===== src/rtl/seq_adder_pkg.sv =====
// Shared types and constants for the multi-cycle adder.
package seq_adder_pkg;

  typedef enum logic [1:0] {
    StIdle = 2'd0,
    StRun  = 2'd1,
    StDone = 2'd2
  } state_e;

  localparam int unsigned DefWidth = 64;
  localparam int unsigned DefChunk = 16;

  // Counter width for n chunks; never narrower than one bit.
  function automatic int unsigned clog2(input int unsigned n);
    int unsigned w;
    w = 1;
    while ((1 << w) < n) begin
      w++;
    end
    return w;
  endfunction

endpackage


===== src/rtl/chunk_adder.sv =====
// Narrow combinational adder shared across all chunk cycles.
module chunk_adder #(
  parameter int unsigned CHUNK = 16
) (
  input  logic [CHUNK-1:0] a,
  input  logic [CHUNK-1:0] b,
  input  logic             ci,
  output logic [CHUNK-1:0] s,
  output logic             co
);

  // Full CHUNK+1 bit sum; top bit is the carry out.
  always_comb begin
    {co, s} = {1'b0, a} + {1'b0, b} + {{CHUNK{1'b0}}, ci};
  end

endmodule


===== src/rtl/seq_adder64.sv =====
// Multi-cycle WIDTH-bit adder: one CHUNK-bit slice per RUN cycle.
module seq_adder64
  import seq_adder_pkg::*;
#(
  parameter int unsigned WIDTH = DefWidth,
  parameter int unsigned CHUNK = DefChunk
) (
  input  logic             clk,
  input  logic             resetn,
  input  logic             start,
  input  logic [WIDTH-1:0] operand1,
  input  logic [WIDTH-1:0] operand2,
  input  logic             cin,
  output logic             busy,
  output logic             done,
  output logic [WIDTH-1:0] result,
  output logic             cout,
  output logic             overflow
);

  localparam int unsigned N    = WIDTH / CHUNK;
  localparam int unsigned CntW = clog2(N);

  if ((WIDTH % CHUNK) != 0) begin : g_bad_chunk
    $error("seq_adder64: WIDTH must be a multiple of CHUNK");
  end

  state_e             state_q, state_d;
  logic [CntW-1:0]    count_q, count_d;
  logic               carry_q, carry_d;
  logic [WIDTH-1:0]   a_q, a_d;
  logic [WIDTH-1:0]   b_q, b_d;
  logic               cin_q, cin_d;
  logic [WIDTH-1:0]   sum_q, sum_d;
  logic [WIDTH-1:0]   result_q, result_d;
  logic               cout_q, cout_d;
  logic               overflow_q, overflow_d;

  logic [CHUNK-1:0]   a_k, b_k, s_k;
  logic               co_k;
  logic               last;
  logic               cin_msb;

  // Select the operand slices for the chunk currently being processed.
  always_comb begin
    a_k = '0;
    b_k = '0;
    for (int k = 0; k < int'(N); k++) begin
      if (count_q == CntW'(k)) begin
        a_k = a_q[k*CHUNK +: CHUNK];
        b_k = b_q[k*CHUNK +: CHUNK];
      end
    end
  end

  chunk_adder #(
    .CHUNK (CHUNK)
  ) u_chunk_adder (
    .a  (a_k),
    .b  (b_k),
    .ci (carry_q),
    .s  (s_k),
    .co (co_k)
  );

  assign last    = (count_q == CntW'(N - 1));
  // Carry into the MSB recovered from the MSB operand bits and sum bit.
  assign cin_msb = a_k[CHUNK-1] ^ b_k[CHUNK-1] ^ s_k[CHUNK-1];

  // Next-state and datapath updates; outputs only move when entering DONE.
  always_comb begin
    state_d    = state_q;
    count_d    = count_q;
    carry_d    = carry_q;
    a_d        = a_q;
    b_d        = b_q;
    cin_d      = cin_q;
    sum_d      = sum_q;
    result_d   = result_q;
    cout_d     = cout_q;
    overflow_d = overflow_q;

    unique case (state_q)
      StIdle: begin
        if (start) begin
          a_d     = operand1;
          b_d     = operand2;
          cin_d   = cin;
          count_d = '0;
          carry_d = cin;
          state_d = StRun;
        end
      end
      StRun: begin
        for (int k = 0; k < int'(N); k++) begin
          if (count_q == CntW'(k)) begin
            sum_d[k*CHUNK +: CHUNK] = s_k;
          end
        end
        carry_d = co_k;
        if (last) begin
          result_d   = sum_d;
          cout_d     = co_k;
          overflow_d = cin_msb ^ co_k;
          state_d    = StDone;
        end else begin
          count_d = count_q + CntW'(1);
        end
      end
      StDone: begin
        state_d = StIdle;
      end
      default: begin
        state_d = StIdle;
      end
    endcase
  end

  // State and working registers with synchronous active-low reset.
  always_ff @(posedge clk) begin
    if (!resetn) begin
      state_q    <= StIdle;
      count_q    <= '0;
      carry_q    <= 1'b0;
      a_q        <= '0;
      b_q        <= '0;
      cin_q      <= 1'b0;
      sum_q      <= '0;
      result_q   <= '0;
      cout_q     <= 1'b0;
      overflow_q <= 1'b0;
    end else begin
      state_q    <= state_d;
      count_q    <= count_d;
      carry_q    <= carry_d;
      a_q        <= a_d;
      b_q        <= b_d;
      cin_q      <= cin_d;
      sum_q      <= sum_d;
      result_q   <= result_d;
      cout_q     <= cout_d;
      overflow_q <= overflow_d;
    end
  end

  // Status decoded directly from the state register.
  always_comb begin
    busy     = (state_q != StIdle);
    done     = (state_q == StDone);
    result   = result_q;
    cout     = cout_q;
    overflow = overflow_q;
  end

endmodule


===== config.mk =====
export PLATFORM = sky130hd
export DESIGN_NAME = seq_adder64
export DESIGN_NICKNAME = d
export VERILOG_FILES = /design/src/rtl/seq_adder_pkg.sv /design/src/rtl/chunk_adder.sv /design/src/rtl/seq_adder64.sv
export SDC_FILE = /design/constraint.sdc
export NUM_CORES = 1
export LEC_CHECK = 0
export ABC_AREA = 1
export BUFFER_PORTS_ARGS = -buffer_cell sky130_fd_sc_hd__buf_4
export CAP_MARGIN = 20
export CORE_MARGIN = 5
export CORE_UTILIZATION = 41
export CTS_CLUSTER_DIAMETER = 100
export DETAILED_ROUTE_END_ITERATION = 16
export PLACE_DENSITY = 0.7
export SYNTH_ARGS = -nofsm -noshare
export SYNTH_HDL_FRONTEND = slang
export SYNTH_SLANG_ARGS = --single-unit

===== constraint.sdc =====
create_clock -name clk -period 2.9 [get_ports clk]
set_clock_uncertainty 0.2 [all_clocks]
set_input_delay 0.29 -clock clk [delete_from_list [all_inputs] [get_ports clk]]
set_output_delay 0.29 -clock clk [all_outputs]
set_load 0.05 [all_outputs]

Word level (Yosys, flattened, before mapping) --
Cells that the tools add are included. Widths: inputs -> output; s select.
Storage, ports and cells: register bits 263, latch bits 0, bits in writable memories 0, ROM bits 0, bits of input ports 132, word-level logic and storage cells 52, memories 0
Cells by class: add/subtract/negate cells 3, multipliers 0, divide/modulo/power cells 0, $lt $le $gt $ge 0, equality and inequality tests 8, shift operators 0, muxes and demuxes 20, bitwise operators 3, reduce and logical (&&, ||, !) cells 9
Operators by type and width (count):
- $mux 16 | 12
- $add 16x16->17 | 1
- $add 17x1->17 | 1
- $mux 2 | 4
- $pmux 2 s2 | 2
- $reduce_and 2->1 | 4
- $eq 2x2->1 const B | 3
- $ne 2x2->1 const B | 3
- $eq 2x1->1 const B | 2
- $logic_not 2->1 | 2
- $reduce_bool 2->1 | 2
- $reduce_and 3->1 | 1
- $xor 1x1->1 | 3
- $add 2x1->2 const B | 1
- $pmux 1 s2 | 1
- $mux 1 | 1

Logic depth before layout (Yosys ltp) --
Gate-level depths: netlist of the first run.
word-level depth 9, depth in mapped cells 23, depth with buffers taken out 22

Modules after synthesis --
Synthesis of the first run repeated with hierarchy kept, for this count alone.
Unflattened totals: cell total of the unflattened synthesis 1446, area total of the unflattened synthesis 10836.6 um2
By module, submodules not included:
- seq_adder64 | times used 1, cells an instance 1262, area each 9844.4 um2, seq. area each 4944.7 um2
- chunk_adder | times used 1, cells an instance 184, area each 992.2 um2, seq. area each 0.0 um2

Worst setup path after synthesis of the first run --
No wires, ideal clock.
kind register -> register, start point register count_q[1], end point register sum_q[8], setup time 56 ps, arrival 2950 ps, data required time 2644 ps, setup slack -306 ps, cell stages (with the launch flop) 22, period minus slack after synthesis 3206 ps, cell sequence dfxtp_1 inv_1 ha_1 clkbuf_8 nor2_1 buf_2 a22oi_1 o21ai_0 o21ai_0 fa_1 inv_1 fa_1 nand2_1 nand2_1 and2_4 nand2_1 nand2_2 xor2_2 nand2_1 nand3_1 nand2_1 inv_1
Between the ends: word-level cells in the longest chain between the ends 8, elaborated cells on any way between the ends 15
Ends and longest elaborated chain:
- start: declaration | RTL line seq_adder64.sv:29 | logic [CntW-1:0] count_q, count_d;
- start signal: assignment | RTL line seq_adder64.sv:134 | count_q <= count_d;
- $logic_not 2->1 | RTL line seq_adder64.sv:49, seq_adder64.sv:96
- $mux 16 (4 in a row) | RTL line seq_adder64.sv:49 | if (count_q == CntW'(k)) begin
- $add 16x16->17 | RTL line chunk_adder.sv:14 | {co, s} = {1'b0, a} + {1'b0, b} + {{CHUNK{1'b0}}, ci};
- $add 17x1->17 | RTL line chunk_adder.sv:14
- $mux 16 * | RTL line seq_adder64.sv:96 | if (count_q == CntW'(k)) begin
- end signal: assignment | RTL line seq_adder64.sv:139 | sum_q <= sum_d;
- end: declaration | RTL line seq_adder64.sv:34 | logic [WIDTH-1:0] sum_q, sum_d;
Mark *: on every way between the ends. The rest lies on a longest branch, timed or not. A chain may end at the register's enable or synchronous reset.

Worst setup path in the final report of the first run --
start point register count_q[0], end point register sum_q[47]
Between the ends: word-level cells in the longest chain between the ends 8, elaborated cells on any way between the ends 15
Ends and longest elaborated chain (RTL line):
- $logic_not 2->1 | seq_adder64.sv:49
- $mux 16 (4 in a row) | seq_adder64.sv:49
- $add 16x16->17 | chunk_adder.sv:14
- $add 17x1->17 | chunk_adder.sv:14
- $mux 16 * | seq_adder64.sv:96
Marks and branches as above.

==> run_results.csv, run 1 <==
group,metric,value,unit
synthesis,postSynthNetCount,1786,
synthesis,yosysWarnings,0,
setup_path,startpoint_type,"flip-flop",
power_and_ir_drop,power_density,582,nW/µm²
cells_and_area,drive_gt1_share,30.7,%
route,via_per_inst,5.16,
cells_and_area,seqCellArea,4950,µm²
synthesis,ys_ff_latch,247,
cells_and_area,synthToLayoutAreaGrowth,55.0,%
cells_and_area,utilization,64.0,%
sta,worst_pin_slew,0.773,ns
setup_path,path_max_fanout,6,
run_status,failed_checks,"setup timing",
synthesis,synth_edf_count,0,
min_path,hp-class,"in -> reg",
route,routedWlPerCell,17.2,µm
run_status,outcome,"finished with violations",
sta,setup_slack,-0.295,ns
cts,cts_root_buf,"clkbuf_16",
sta,maxSlewHeadroom,48.4,%
floorplanning,dieArea,31200,µm²
setup_path,ff2ff_path_depth,22,
run,cap_violations,0,
power_and_ir_drop,total_leakage_power,8.35,nW
min_path,min_path_cells,4,
cts,cts.path.max_buffers,3,
floorplanning,io_pins,200,
cts,path_clk_slew,0.06,ns
cells_and_area,nNetsFinal,2159,
route,routed_wl,41300,µm
route,initialDrtViolationCount,950,
cts,htreeDepth,1,
cts,numCtsBuffers,27,
sta,rsz0062_at_grt,"true",
cts,cts_tree,"done",
setup_path,worst-endpoint-required,3.12,ns
global_routing,grt_pass1_wl,64200,µm
global_routing,grt_pass1_vias,12300,
synthesis,synth_most_common_cell,"nand2_1",
synthesis,synth-main-ff-cell,"dfxtp_1",
setup_path,crit_arrival,3.42,ns
global_routing,grt_max_degree,124,
cells_and_area,final_cells,2404,
cells_and_area,multi_input_comb_area,6730,µm²
cells_and_area,fill_cells,2152,
floorplanning,coreArea,27600,µm²
sta,period_minus_slack,3.20,ns
synthesis,synthTopCellsByCount,"nand2_1 (354), nor2_1 (341), dfxtp_1 (247), o21ai_0 (204), inv_1 (121)",
route,ant_nets,0,
route,drc,0,
synthesis,yosys.area.top_type,"dfxtp_1",
sta,period_share,110,%
route,num_vias,12400,
global_routing,grt_util_met3,4.09,%
power_and_ir_drop,vdd_drop_max,0.439,mV
sta,timing.hold.ws,0.113,ns
floorplanning,die_x,177,µm
placement,portBuffers,199,
global_routing,grt_use_met1,31.3,%
floorplanning,die_h,177,µm
floorplanning,rows,61,
synthesis,syn_avg_cell_area,6.96,µm²
placement,place.gp.congestion,0.882,
placement,hpwl,24500,µm
route,dr.pass1.iters,5,
global_routing,antenna_found_initial,0,
sta,max_freq,313,MHz
synthesis,ys_async_sr_fraction,0,%
cts,clock_sinks,247,
sta,drv_slew,0,
setup_path,path_class,"reg -> reg",
sta,final-hold-violation-count,0,
cells_and_area,antenna_cells,0,
floorplanning,start_util,41.3,%
placement,placed_cells_incl_taps,2181,
cts,clock_latency,0.53,ns
synthesis,ys_top_cells_by_area,"dfxtp_1 (44%), nand2_1 (12%), nor2_1 (11%)",
synthesis,syn_area,11400,µm²
global_routing,grtUsageMet2,44.0,%
sta,setup_viol,98,
synthesis,syn_inst,1633,
global_routing,grt_usage,25.3,%
placement,dp_slack,-0.394,ns
synthesis,seq_area_frac_synth,43.5,%
synthesis,yosysUniqueCellTypes,44,
setup_path,end_kind,"flip-flop",
global_routing,grt-ovfl-total,0,
synthesis,synth_top_cell_area_share,43.5,%
global_routing,busiest_layer,"met2",
power_and_ir_drop,power,0.0103,W
-- what timing repair did --
action / CTS / global route
gates cloned: 4 / 1
pin swaps: 94 / 94
endpoints found under the hold margin: 134 / 0
endpoints found under the setup margin: 106 / 107
hold buffers: 143 / 0
setup buffers: 21 / 9
resized for setup: 304 / 79
-- final timing paths --
check                          startpoint                       to  slack (ns)
hold / removal                      start     a_q[17]$_SDFFE_PN0P_        0.11
hold reg to reg   result[29]$_SDFFE_PN0P_  result[29]$_SDFFE_PN0P_        0.25
setup reg to reg  count_q[0]$_SDFFE_PN0P_   sum_q[47]$_SDFFE_PN0P_       -0.30
setup / recovery  count_q[0]$_SDFFE_PN0P_   sum_q[47]$_SDFFE_PN0P_       -0.30
-- cell usage in the layout, fill, tap and decap left out, types with 24 or more instances in the layout --
cell / netlist / final
clkbuf_16: 0 / 28
dlygate4sd3_1: 0 / 143
inv_1: 121 / 105
nand2_2: 17 / 51
a21oi_2: 2 / 24
buf_4: 5 / 265
a21oi_1: 63 / 35
nand2_1: 354 / 289
o21ai_2: 0 / 25
o21ai_0: 204 / 149
dfxtp_1: 247 / 245
nand3_2: 2 / 30
nand2_4: 0 / 27
o21ai_1: 12 / 42
nor2_1: 341 / 333
-- metal layers --
layer	routed length [µm]	vias to the layer above	part of all wire, %
met4	1800	0	4.4
met1	16900	5854	41
met3	2570	111	6.2
li1	-	5959	-
met5	0	-	0
met2	20100	479	49
-- power by group --
group	leakage (nW)	internal [W]	switching, W	total (W)
Combinational	5.86	0.00131	0.00162	0.00293
Sequential	2.03	0.00362	0.000144	0.00376
Clock	0.460	0.00218	0.00138	0.00356
Total	8.35	0.00710	0.00315	0.0103
-- cells by family (layout without fill, tap and decap cells) --
| group | count (synthesis) | in the layout | synth area share [%] |
|---|---|---|---|
| and+or+nand+nor | 794 | 794 | 27.9 |
| AOI/OAI and AO/OA | 330 | 330 | 15.7 |
| DFF | 247 | 247 | 43.5 |
| buffers and inverters | 231 | 624 | 9.53 |
| adders and majority gates | 21 | 21 | 2.44 |
| xor gates and xnor gates | 7 | 7 | 0.671 |
| muxes | 3 | 3 | 0.264 |
-- final cells by class --
class / instances / share of cell area (%)
clock inverter: 8 / 0.674
clock buffer: 41 / 4.59
multi-input combinational: 1155 / 38.2
timing repair buffer: 447 / 23.0
tap: 378 / 2.68
sequential: 247 / 28.1
inverter: 128 / 2.83
-- critical path: stages, from the launching register on --
cell	delay (ns)
dfxtp_4	0.38
inv_4	0.05
ha_4	0.16
inv_4	0.06
nor2_4	0.05
buf_6	0.14
buf_16	0.14
buf_4	0.14
a22oi_2	0.18
nand2_1	0.09
o21ai_0	0.12
a21oi_2	0.12
ha_4	0.34
nand2_4	0.08
buf_4	0.14
nor3_4	0.14
nand2_4	0.10
nand2_4	0.11
nand2_8	0.07
nand3_4	0.09
nand3_1	0.07
nand2_1	0.07
inv_1	0.04
-- flip-flops by register name, summed over array words and instances (netlist names) --
name      flops
overflow      1
count_q       2
result       64
b_q          64
a_q          64
cout          1
sum_q        48
state_q       2
carry_q       1
-- through the flow --
step | setup TNS (ns) | area, µm²
floorplan | 0 | 11400
global placement | -20.31 | 13500
detailed placement | -26.53 | 13500
CTS | -9.69 | 17200
global route | -30.43 | 17600
finish | -18.90 | 17600
(Power assumes the default switching activity.)
==> run 2: changes to the inputs <==
Settings changed: CORE_MARGIN 5 to 2, CORE_UTILIZATION 41 to 40, PLACE_DENSITY 0.7 to 0.69.
==> run 2 against run 1 <==
  * The run still ends with setup timing left
  * Non-clock buffer count fell by 4
  * Sequential share of layout area fell by 0.22 points
  * Combinational power rose by 5%
  * Total power rose by 1.5%
  * Die area fell by 4.4%
  * Sequential power barely moved
  * Largest cell class unchanged
  * Largest power group unchanged
==> run_results.csv, run 2 (synthesis results as in run 1) <==
group,metric,value,unit
cts,cts_root_buf,"clkbuf_16",
floorplanning,die_h,173,µm
setup_path,worst-endpoint-required,3.19,ns
power_and_ir_drop,vdd_drop_max,0.429,mV
cells_and_area,nNetsFinal,2155,
placement,placed_cells_incl_taps,2187,
placement,portBuffers,199,
floorplanning,rows,61,
placement,dp_slack,-0.505,ns
sta,period_share,113,%
cts,cts_tree,"done",
power_and_ir_drop,power_density,586,nW/µm²
sta,timing.hold.ws,0.0546,ns
cts,path_clk_slew,0.06,ns
global_routing,grt_usage,25.2,%
global_routing,grt_max_degree,85,
sta,setup_slack,-0.391,ns
power_and_ir_drop,total_leakage_power,8.41,nW
cts,numCtsBuffers,27,
cells_and_area,final_common_cell,"nor2_1",
cts,htreeDepth,1,
route,drc,0,
run_status,failed_checks,"setup timing",
sta,final-hold-violation-count,0,
floorplanning,die_x,173,µm
cts,clock_latency,0.55,ns
setup_path,path_class,"reg -> reg",
floorplanning,io_pins,200,
power_and_ir_drop,p_seq_share,36.1,%
power_and_ir_drop,switching_power,0.00326,W
cts,clock_sinks,247,
global_routing,grt_pass1_vias,11800,
route,routedWlPerCell,17.1,µm
cts,cts.path.max_buffers,3,
setup_path,path_max_fanout,7,
cells_and_area,utilization,63.8,%
power_and_ir_drop,sw_frac_of_total,31.3,%
sta,max_freq,304,MHz
cells_and_area,final_cells,2401,
placement,hpwl,24200,µm
setup_path,startpoint_type,"flip-flop",
floorplanning,start_util,40.8,%
setup_path,cp-startpoint,"count_q[0]$_SDFFE_PN0P_",
floorplanning,dieArea,29800,µm²
sta,worst_pin_slew,0.837,ns
min_path,hold_start,"resetn",
run_status,outcome,"finished with violations",
route,dr.pass1.iters,5,
placement,place.gp.congestion,0.886,
cells_and_area,final_cell_mix,"nor2_1 (334), nand2_1 (280), buf_4 (266)",
min_path,hp-class,"in -> reg",
global_routing,antenna_found_initial,1,
route,via_per_inst,5.16,
sta,setup_viol,103,
setup_path,reg2reg_from,"count_q[0]$_SDFFE_PN0P_",
sta,rsz0062_at_grt,"true",
power_and_ir_drop,power,0.0104,W
power_and_ir_drop,combPwrFrac,29.6,%
route,ant_nets,0,
global_routing,grt-ovfl-total,0,
route,initialDrtViolationCount,1063,
sta,period_minus_slack,3.29,ns
setup_path,end_kind,"flip-flop",
sta,drv_slew,0,
cells_and_area,synthToLayoutAreaGrowth,56.2,%
power_and_ir_drop,clock_power_share,34.2,%
run,cap_violations,0,
power_and_ir_drop,internal_power,0.00714,W
floorplanning,coreArea,27900,µm²
route,num_vias,12400,
cells_and_area,drive_gt1_share,32.1,%
setup_path,crit_arrival,3.58,ns
route,routed_wl,41100,µm
global_routing,grt_pass1_wl,61000,µm
sta,maxSlewHeadroom,44.1,%
[run 2: cell count changes in the layout (fill, tap and decap cells not counted), moves of 4 or more]
| cell | before | now |
|---|---|---|
| nand3_4 | 15 | 23 |
| buf_6 | 21 | 28 |
| dlygate4sd3_1 | 143 | 129 |
| o21ai_0 | 149 | 145 |
| nand3_1 | 23 | 12 |
| a22oi_2 | 23 | 18 |
| nand2_2 | 51 | 60 |
| buf_12 | 12 | 16 |
| nand2_1 | 289 | 280 |
| a22oi_1 | 8 | 13 |
[run 2: what timing repair did]
item | in CTS | in global routing
resized for setup | 264 | 159
endpoints found under the hold margin | 129 | 0
hold buffers | 129 | 0
pin swaps | 100 | 102
cloned | 5 | 0
setup buffers | 27 | 14
setup endpoints to repair | 108 | 108
[run 2: final timing paths]
kind,to,slack (ns),cells past startpoint
worst max-delay path,result[40]$_SDFFE_PN0P_,-0.39,21
worst min-delay path,result[53]$_SDFFE_PN0P_,0.05,3
worst max register to register,result[40]$_SDFFE_PN0P_,-0.39,21
worst min register to register,result[5]$_SDFFE_PN0P_,0.25,2
[run 2: cell type report]
class | count | area (µm²)
Antenna cell | 1 | 2.50
Clock buffer | 40 | 785
Clock inverter | 9 | 141
Fill cell | 2217 | 10100
Inverter | 128 | 498
Multi-Input combinational cell | 1155 | 6870
Sequential cell | 247 | 4950
Tap cell | 378 | 473
Timing Repair Buffer | 443 | 4040
[run 2: metal layers]
layer,vias up,track usage (%),wire [µm]
met3,124,3.50,2880
li1,5956,-,-
met2,530,43.2,19800
met4,0,10.4,1890
met5,-,0,0
met1,5790,31.9,16600
[run 2: stage by stage]
step | instance area (µm²) | TNS [ns]
3_3_place_gp | 13500 | -30.64
3_5_place_dp | 13500 | -33.42
2_1_floorplan | 11400 | 0
4_1_cts | 17000 | -17.21
5_1_grt | 17800 | -39.43
6_report | 17800 | -26.80
[run 2: power groups by stage]
stage | logic [W] | registers, W | clock network, W
floorplan | 0.00119 | 0.00378 | 0
global placement | 0.00192 | 0.00380 | 0
detailed placement | 0.00194 | 0.00381 | 0
CTS | 0.00266 | 0.00375 | 0.00358
global route | 0.00330 | 0.00378 | 0.00374
finish | 0.00308 | 0.00376 | 0.00356
[run 2: critical path, stage by stage (launching register included)]
cell	delay, ns
dfxtp_4	0.36
inv_4	0.07
ha_4	0.15
inv_4	0.04
nor2_4	0.21
buf_12	0.18
a22oi_2	0.05
o21ai_1	0.11
o21ai_1	0.11
fa_2	0.39
inv_2	0.08
fa_2	0.22
nand2_2	0.06
nand2_2	0.07
and2_4	0.18
nand2_4	0.07
nand2_8	0.10
xor2_4	0.28
nand2_2	0.10
nand2_1	0.08
nand2_1	0.06
nand2_1	0.07
